===== src/rtl/cosi_pwr_pkg.sv =====
// Shared types and default timing constants for the COSI power-board relay controller.
package cosi_pwr_pkg;

  typedef enum logic [1:0] {
    IDLE     = 2'd0,
    TIMING   = 2'd1,
    WAIT_REL = 2'd2
  } ch_state_t;

  localparam int unsigned DEF_DB_CYC   = 2048;
  localparam int unsigned DEF_LONG_CYC = 2**24;

endpackage


===== src/rtl/relay_btn_debounce.sv =====
// Single-button front end: 2-FF synchroniser, counter debounce, rising-edge detect.
module relay_btn_debounce
  import cosi_pwr_pkg::*;
#(
  parameter int unsigned DB_CYC = DEF_DB_CYC
) (
  input  logic clk,
  input  logic rst,
  input  logic btnRaw,
  output logic dbState,
  output logic dbRise
);

  localparam int unsigned CNT_W = $clog2(DB_CYC);

  logic             sync1;
  logic             sync2;
  logic             dbQ;
  logic [CNT_W-1:0] cnt;

  // Synchronise, then flip the debounced state only after DB_CYC consecutive disagreeing cycles.
  always_ff @(posedge clk or posedge rst) begin
    if (rst) begin
      sync1   <= 1'b0;
      sync2   <= 1'b0;
      dbState <= 1'b0;
      dbQ     <= 1'b0;
      cnt     <= '0;
    end else begin
      sync1 <= btnRaw;
      sync2 <= sync1;
      dbQ   <= dbState;
      if (sync2 != dbState) begin
        if (cnt == CNT_W'(DB_CYC - 1)) begin
          dbState <= ~dbState;
          cnt     <= '0;
        end else begin
          cnt <= cnt + CNT_W'(1);
        end
      end else begin
        cnt <= '0;
      end
    end
  end

  // One-cycle pulse on the debounced press edge.
  assign dbRise = dbState & ~dbQ;

endmodule


===== src/rtl/relay_ctrl_multi.sv =====
// N-channel push-button relay controller: short press turns a relay on, a long hold turns it off.
// Channels flagged in DEP_MASK are interlocked on channel 0.
// Optional build macro CASCADE_OFF_EN: switching channel 0 off also clears its dependent channels.
module relay_ctrl_multi
  import cosi_pwr_pkg::*;
#(
  parameter int unsigned        N_CH     = 2,
  parameter int unsigned        DB_CYC   = DEF_DB_CYC,
  parameter int unsigned        LONG_CYC = DEF_LONG_CYC,
  parameter logic [N_CH-1:0]    DEP_MASK = N_CH'(2'b10)
) (
  input  logic            clk,
  input  logic            rst,
  input  logic [N_CH-1:0] btn_i,
  output logic [N_CH-1:0] relay_o,
  output logic [N_CH-1:0] led_o
);

  localparam int unsigned TMR_W = $clog2(LONG_CYC);

  logic [N_CH-1:0] dbState;
  logic [N_CH-1:0] dbRise;
  logic [N_CH-1:0] onQ;
  logic [N_CH-1:0] termC;

`ifdef CASCADE_OFF_EN
  logic masterFallC;

  // Channel 0 is about to switch off on the coming edge.
  assign masterFallC = onQ[0] & termC[0];
`endif

  for (genvar g = 0; g < N_CH; g++) begin : gCh
    ch_state_t        chState;
    logic [TMR_W-1:0] tmr;
    logic             onBit;

`ifdef CASCADE_OFF_EN
    localparam bit IS_DEP = (g != 0) && DEP_MASK[g];
`endif

    relay_btn_debounce #(
      .DB_CYC (DB_CYC)
    ) uDb (
      .clk     (clk),
      .rst     (rst),
      .btnRaw  (btn_i[g]),
      .dbState (dbState[g]),
      .dbRise  (dbRise[g])
    );

    // Long-press terminal: still held on the last timing cycle (a release on that cycle wins).
    assign termC[g] = (chState == TIMING) & dbState[g] & (tmr == TMR_W'(LONG_CYC - 1));

    // Per-channel press FSM with its own hold timer.
    always_ff @(posedge clk or posedge rst) begin
      if (rst) begin
        chState <= IDLE;
        tmr     <= '0;
        onBit   <= 1'b0;
      end else begin
`ifdef CASCADE_OFF_EN
        if (IS_DEP && masterFallC) begin
          onBit   <= 1'b0;
          chState <= dbState[g] ? WAIT_REL : IDLE;
        end else begin
`endif
          case (chState)
            IDLE: begin
              if (dbRise[g]) begin
                onBit   <= 1'b1;
                tmr     <= '0;
                chState <= TIMING;
              end
            end
            TIMING: begin
              if (!dbState[g]) begin
                chState <= IDLE;
              end else if (termC[g]) begin
                onBit   <= 1'b0;
                chState <= WAIT_REL;
              end else begin
                tmr <= tmr + TMR_W'(1);
              end
            end
            WAIT_REL: begin
              if (!dbState[g]) begin
                chState <= IDLE;
              end
            end
            default: chState <= IDLE;
          endcase
`ifdef CASCADE_OFF_EN
        end
`endif
      end
    end

    assign onQ[g]     = onBit;
    assign relay_o[g] = onBit & (DEP_MASK[g] ? onQ[0] : 1'b1);
  end

  assign led_o = onQ;

endmodule


===== config.mk =====
export PLATFORM = sky130hd
export DESIGN_NAME = relay_ctrl_multi
export DESIGN_NICKNAME = d
export VERILOG_FILES = /design/src/rtl/cosi_pwr_pkg.sv /design/src/rtl/relay_btn_debounce.sv /design/src/rtl/relay_ctrl_multi.sv
export SDC_FILE = /design/constraint.sdc
export NUM_CORES = 1
export LEC_CHECK = 0
export ABC_AREA = 1
export CELL_PAD_IN_SITES_DETAIL_PLACEMENT = 1
export CELL_PAD_IN_SITES_GLOBAL_PLACEMENT = 2
export CORE_MARGIN = 2
export CORE_UTILIZATION = 35
export DETAILED_ROUTE_END_ITERATION = 12
export GPL_TIMING_DRIVEN = 0
export PLACE_DENSITY_LB_ADDON = 0.12
export SETUP_SLACK_MARGIN = 0.02
export SKIP_CTS_REPAIR_TIMING = 1
export SYNTH_ARGS = -nofsm -noshare
export SYNTH_HDL_FRONTEND = slang
export SYNTH_HIERARCHICAL = 1
export SYNTH_SLANG_ARGS = --single-unit

===== constraint.sdc =====
create_clock -name clk -period 2.2 [get_ports clk]
set_input_delay 0.22 -clock clk [delete_from_list [all_inputs] [get_ports clk]]
set_output_delay 0.22 -clock clk [all_outputs]
set_load 0.02 [all_outputs]

# Word level (Yosys, flattened, before mapping)
# Index checks and enable logic that the tools add are counted.
[op_classes]
n_bitwise = 11
eq_ne = 22
n_reduce_logical = 12
n_div = 0
n_mul = 0
n_addsub = 4
order_cmp = 0
n_mux = 30
n_shift = 0
[ops]
columns = ["operator", "n"]
rows = [
  ["24-bit two-way mux", 6],
  ["24-bit one-hot mux with 2 select lines", 2],
  ["24-bit by 1-bit adder with 24-bit output, second input constant", 2],
  ["24-bit equality test, second input constant", 2],
  ["11-bit two-way mux", 4],
  ["11-bit by 1-bit adder with 11-bit output, second input constant", 2],
  ["11-bit equality test, second input constant", 2],
  ["2-bit two-way mux", 8],
  ["4-bit AND reduction", 4],
  ["2-bit inequality test, second input constant", 6],
  ["2-bit one-hot mux with 3 select lines", 2],
  ["2-bit by 1-bit inequality test with 1-bit output, second input constant", 4],
  ["1-bit bitwise AND", 7],
  ["1-bit two-way mux", 6],
  ["3-bit inequality test, second input constant", 2],
  ["3-bit AND reduction", 2],
  ["2-bit by 1-bit equality test with 1-bit output, second input constant", 2],
  ["2-bit equality test, second input constant", 2],
  ["2-bit logical NOT", 2],
  ["1-bit NOT", 4],
  ["1-bit one-hot mux with 2 select lines", 2],
  ["2-bit AND reduction", 2],
  ["2-bit nonzero test", 2],
  ["1-bit inequality test", 2],
]
[word_totals]
romBits = 0
ram_bits = 0
inputBits = 4
register_bits = 84
n_memories = 0
latch_bits = 0
out_inout_bits = 4

# Depth between registers and ports, before layout
[depth]
word_depth = 6
ltp_mapped = 11

# By module
# The synthesis kept the hierarchy.
[modules_own_cells]
columns = ["mod", "seq_area_each_um2", "area_each_um2", "n_inst", "cells_each"]
rows = [
  ["relay_ctrl_multi", 1351.3, 3407.0, 1, 481],
  ["relay_btn_debounce", 375.4, 768.2, 2, 77],
]

# Worst setup path before layout
# No wires, ideal clock.
[synth_path]
path_type = "register to register"
from = "register gCh[0].tmr[0]"
to = "register gCh[0].tmr[10]"
path_stages_with_launch = 12
path_buffers = 1
setup_time_ns = 0.116
slack_ns = 0.516
t_arrival_ns = 1.568
path_cell_list = "dfrtp_1 ha_1 nand2_2 nor2_4 nand2_4 nor2_8 nand3_4 nand2_4 inv_4 buf_6 nand2_1 nand2_1"
[synth_between]
elab_chain_len = 4
[synth_rtl]
columns = ["item", "line", "source"]
rows = [
  ["start, declared", "relay_ctrl_multi.sv:35", "logic [TMR_W-1:0] tmr;"],
  ["start signal, assigned", "relay_ctrl_multi.sv:83", "tmr <= tmr + TMR_W'(1);"],
  ["24-bit by 1-bit adder with 24-bit output / 24-bit equality test (equally long branches)", "relay_ctrl_multi.sv:83, relay_ctrl_multi.sv:53", ""],
  ["24-bit two-way mux / 1-bit bitwise AND (equally long branches)", "relay_ctrl_multi.sv:79, relay_ctrl_multi.sv:53", ""],
  ["24-bit two-way mux / 2-bit inequality test (equally long branches)", "-", ""],
  ["24-bit one-hot mux with 2 select lines / 4-bit AND reduction (equally long branches)", "-", ""],
]
# Parallel ways exist; a longest one is shown, timed or not. The select of a mux whose other input is x is not followed.
# A chain may end at the register's enable or synchronous reset.

# Worst setup path in the final report
[layout_path]
from = "register gCh[0].tmr[0]"
to = "register gCh[0].tmr[2]"
# Same word-level chain as after synthesis.

==> flow_metrics.py <==
metrics = {
    "outcome": {
        "outcome": "finished, final reports clean",
    },
    "pwr": {
        "vdd_drop_max_mv": 0.5316,
        "p_leak_nw": 2.488,
        "power_density_mw_per_mm2": 597.6,
    },
    "global_routing": {
        "grt_overflow": 0,
        "grt_use_total": 0.1839,
        "grt_pass1_wl_um": 21480,
        "antenna_found_initial": 0,
        "grt_pass1_vias": 4310,
        "grt_max_degree": 30,
    },
    "floorplanning": {
        "die_y_um": 122.8,
        "dieArea_sq_mm": 0.01509,
        "num_rows": 43,
        "io_pins": 8,
        "coreArea_sq_mm": 0.01383,
        "start_util": 0.3575,
        "die_w_um": 122.8,
    },
    "finish": {
        "antenna_cells": 0,
        "nNetsFinal": 662,
        "area_delta_synth_final_pct": 13.03,
        "final_util": 0.4041,
        "drive_gt1_frac": 0.1474,
    },
    "worst_setup_path": {
        "crit_family": "simple AND/OR/NAND/NOR gates",
        "worstSetupPathType": "reg -> reg",
        "crit_arrival_ns": 2.22,
        "critPathMaxStageDelay_ns": 0.45,
        "end_kind": "register",
        "worstPathCellList": "ha_2 > nand2_2 > nor2_4 > nand2_4 > nor2_8 > nand3_4 > nand2_4 > inv_4 > buf_6 > nand2_1 > nand2_1",
        "r2r_slack_ns": 0.22,
        "crit_fanout": 10,
        "crit_slowest_cell": "dfrtp_2",
        "path_buf_inv": 2,
        "required_ns": 2.43,
        "critPathLaunchType": "register",
    },
    "yosys": {
        "syn_avg_cell_area_sq_um": 7.785,
        "yosysTopAreaCell": "dfrtp_1",
        "synth_seq_area_share": 0.4252,
        "synth_nets": 643,
        "synth_seq_cells": 84,
        "yosysUniqueCellTypes": 34,
        "ys_warn_count": 6,
        "ys_top_cells_by_area": "dfrtp_1 43%, nand2_1 15%, nor2_1 5.6%, nand3_1 5.0%, inv_1 4.7%",
        "synth_cells": 635,
        "syn_area_sq_mm": 0.004943,
        "synth_top_area_share": 0.4252,
    },
    "drt": {
        "vias": 4031,
        "first_pass_iters": 4,
        "drc": 0,
        "first_iter_violations": 151,
        "routed_via_density": 4.810,
        "drt-wirelength-per-cell_um": 14.42,
        "routed_wl_um": 12080,
        "postRouteAntennaNets": 0,
    },
    "sta": {
        "whs_ns": 0.3108,
        "rsz0062_at_grt": "no",
        "relSlewSlack": 0.5323,
        "worst_pin_slew_ns": 0.7006,
        "skew_ns": 0.005721,
        "finalSetupViolCount": 0,
        "fmax_mhz": 504.7,
        "drv_slew": 0,
        "period_needed_ns": 1.981,
        "fin_crit_sh": 0.9006,
        "finalHoldViolCount": 0,
    },
    "cts": {
        "clockBufferDepth": 2,
        "clkSinkCount": 84,
        "insertion_delay_ns": 0.35,
        "path_clk_slew_ns": 0.07,
        "clock-root-buffer": "clkbuf_16",
        "cts_tree": "done",
        "htreeDepth": 3,
        "cts_inserted_buffers": 9,
    },
    "placed_design": {
        "hpwlAfterDp_um": 9121,
        "port_buffers": 7,
        "globalplace.congestion": 0.7847,
    },
    "flow_run": {
        "maxCapViolations": 0,
    },
    "hold_path": {
        "hold_class": "in -> async",
    },
}
-- layout by cell type (no fill, tap or decap), types with 7 or more instances in the layout --
cell type and n:
clkbuf_16 9, clkdlybuf4s50_1 7, dfrtp_1 82, inv_1 61, inv_2 10, nand2_1 195, nand2_2 12, nand3_1 49
nand4_1 8, nor2_1 74, nor2_2 14, o21ai_0 12, o21ai_1 16, xnor2_1 11, xor2_1 20
-- sequential cells by signal, summed over array words and instances, names as in the netlist --
signal and count:
gCh.uDb/dbQ 2, gCh.tmr 48, gCh.uDb/sync1 2, gCh.uDb/dbState 2, gCh.uDb/sync2 2, gCh.uDb/cnt 22
gCh.onBit 2, gCh.chState 4
-- synth_stat cells --
cell / n
nand3b_1: 5
dfrtp_1: 84
nand2_2: 12
nor2_1: 74
inv_1: 62
xnor2_1: 11
nor2_8: 5
ha_1: 4
nand2_4: 4
nand4_1: 8
o21ai_1: 16
nor3_1: 6
o21ai_2: 2
xor2_1: 20
a21oi_2: 4
a21oi_1: 2
nor2_2: 14
inv_4: 1
a21o_1: 3
buf_6: 3
nor2_4: 6
nor3_2: 3
nand3_1: 49
nand3_2: 3
xor2_2: 2
o21ai_0: 12
nor3b_1: 1
buf_2: 1
o21bai_1: 4
buf_4: 5
nand2_1: 195
inv_2: 9
o31ai_1: 2
nand3_4: 3
-- cells by family after synthesis --
group	Yosys count	share of synthesized area
and+or+nand+nor	388	0.3779
DFF	84	0.4252
buffers and inverters	81	0.07061
AOI/OAI and AO/OA	45	0.05467
xor gates and xnor gates	33	0.06150
adders and majority gates	4	0.01012
-- final cells by class --
| class | count | area (sq um) |
|---|---|---|
| Buffer | 9 | 76.32 |
| Clock buffer | 10 | 239.0 |
| Clock inverter | 5 | 85.08 |
| Fill cell | 1664 | 8239 |
| Inverter | 72 | 272.8 |
| Multi-Input combinational cell | 470 | 2495 |
| Sequential cell | 84 | 2105 |
| Tap cell | 180 | 225.2 |
| Timing Repair Buffer | 8 | 90.09 |
-- metal layers --
metal,global-route usage,share of wire,vias up
met5,0,0,-
li1,-,-,2019
met2,0.2914,0.47,37
met1,0.2490,0.49,1962
met4,0.04454,0.013,0
met3,0.05065,0.035,13
-- power by group --
group / total [mW] / internal [mW] / switching, mW
registers: 1.57 / 1.56 / 0.0108
logic: 0.0783 / 0.0216 / 0.0566
clock network: 1.69 / 1.03 / 0.668
-- through the flow --
step           setup WS [ns]  power, mW  cell area [sq um]  std cells  setup TNS, ns
2_1_floorplan         0.5159      1.648               4943        635              0
3_3_place_gp         -0.7066      1.672               5239        822         -38.02
3_5_place_dp         0.09213      1.679               5259        823              0
4_1_cts              0.05497      3.401               5583        838              0
5_1_grt              0.04509      3.484               5588        838              0
6_report              0.2186      3.339               5588        838              0
-- worst paths after layout --
check | startpoint | end | cells past startpoint
setup / recovery | gCh[0].tmr[0] | gCh[0].tmr[2] | 11
hold / removal | rst | gCh[0].uDb/sync1 | 2
setup reg to reg | gCh[0].tmr[0] | gCh[0].tmr[2] | 11
hold reg to reg | gCh[1].uDb/sync1 | gCh[1].uDb/sync2 | 0
min in group clk | btn_i[0] | gCh[0].uDb/sync1 | 1
max in group asynchronous | rst | gCh[0].tmr[0] | 3
Note: power is estimated with default switching activity, not from simulation.
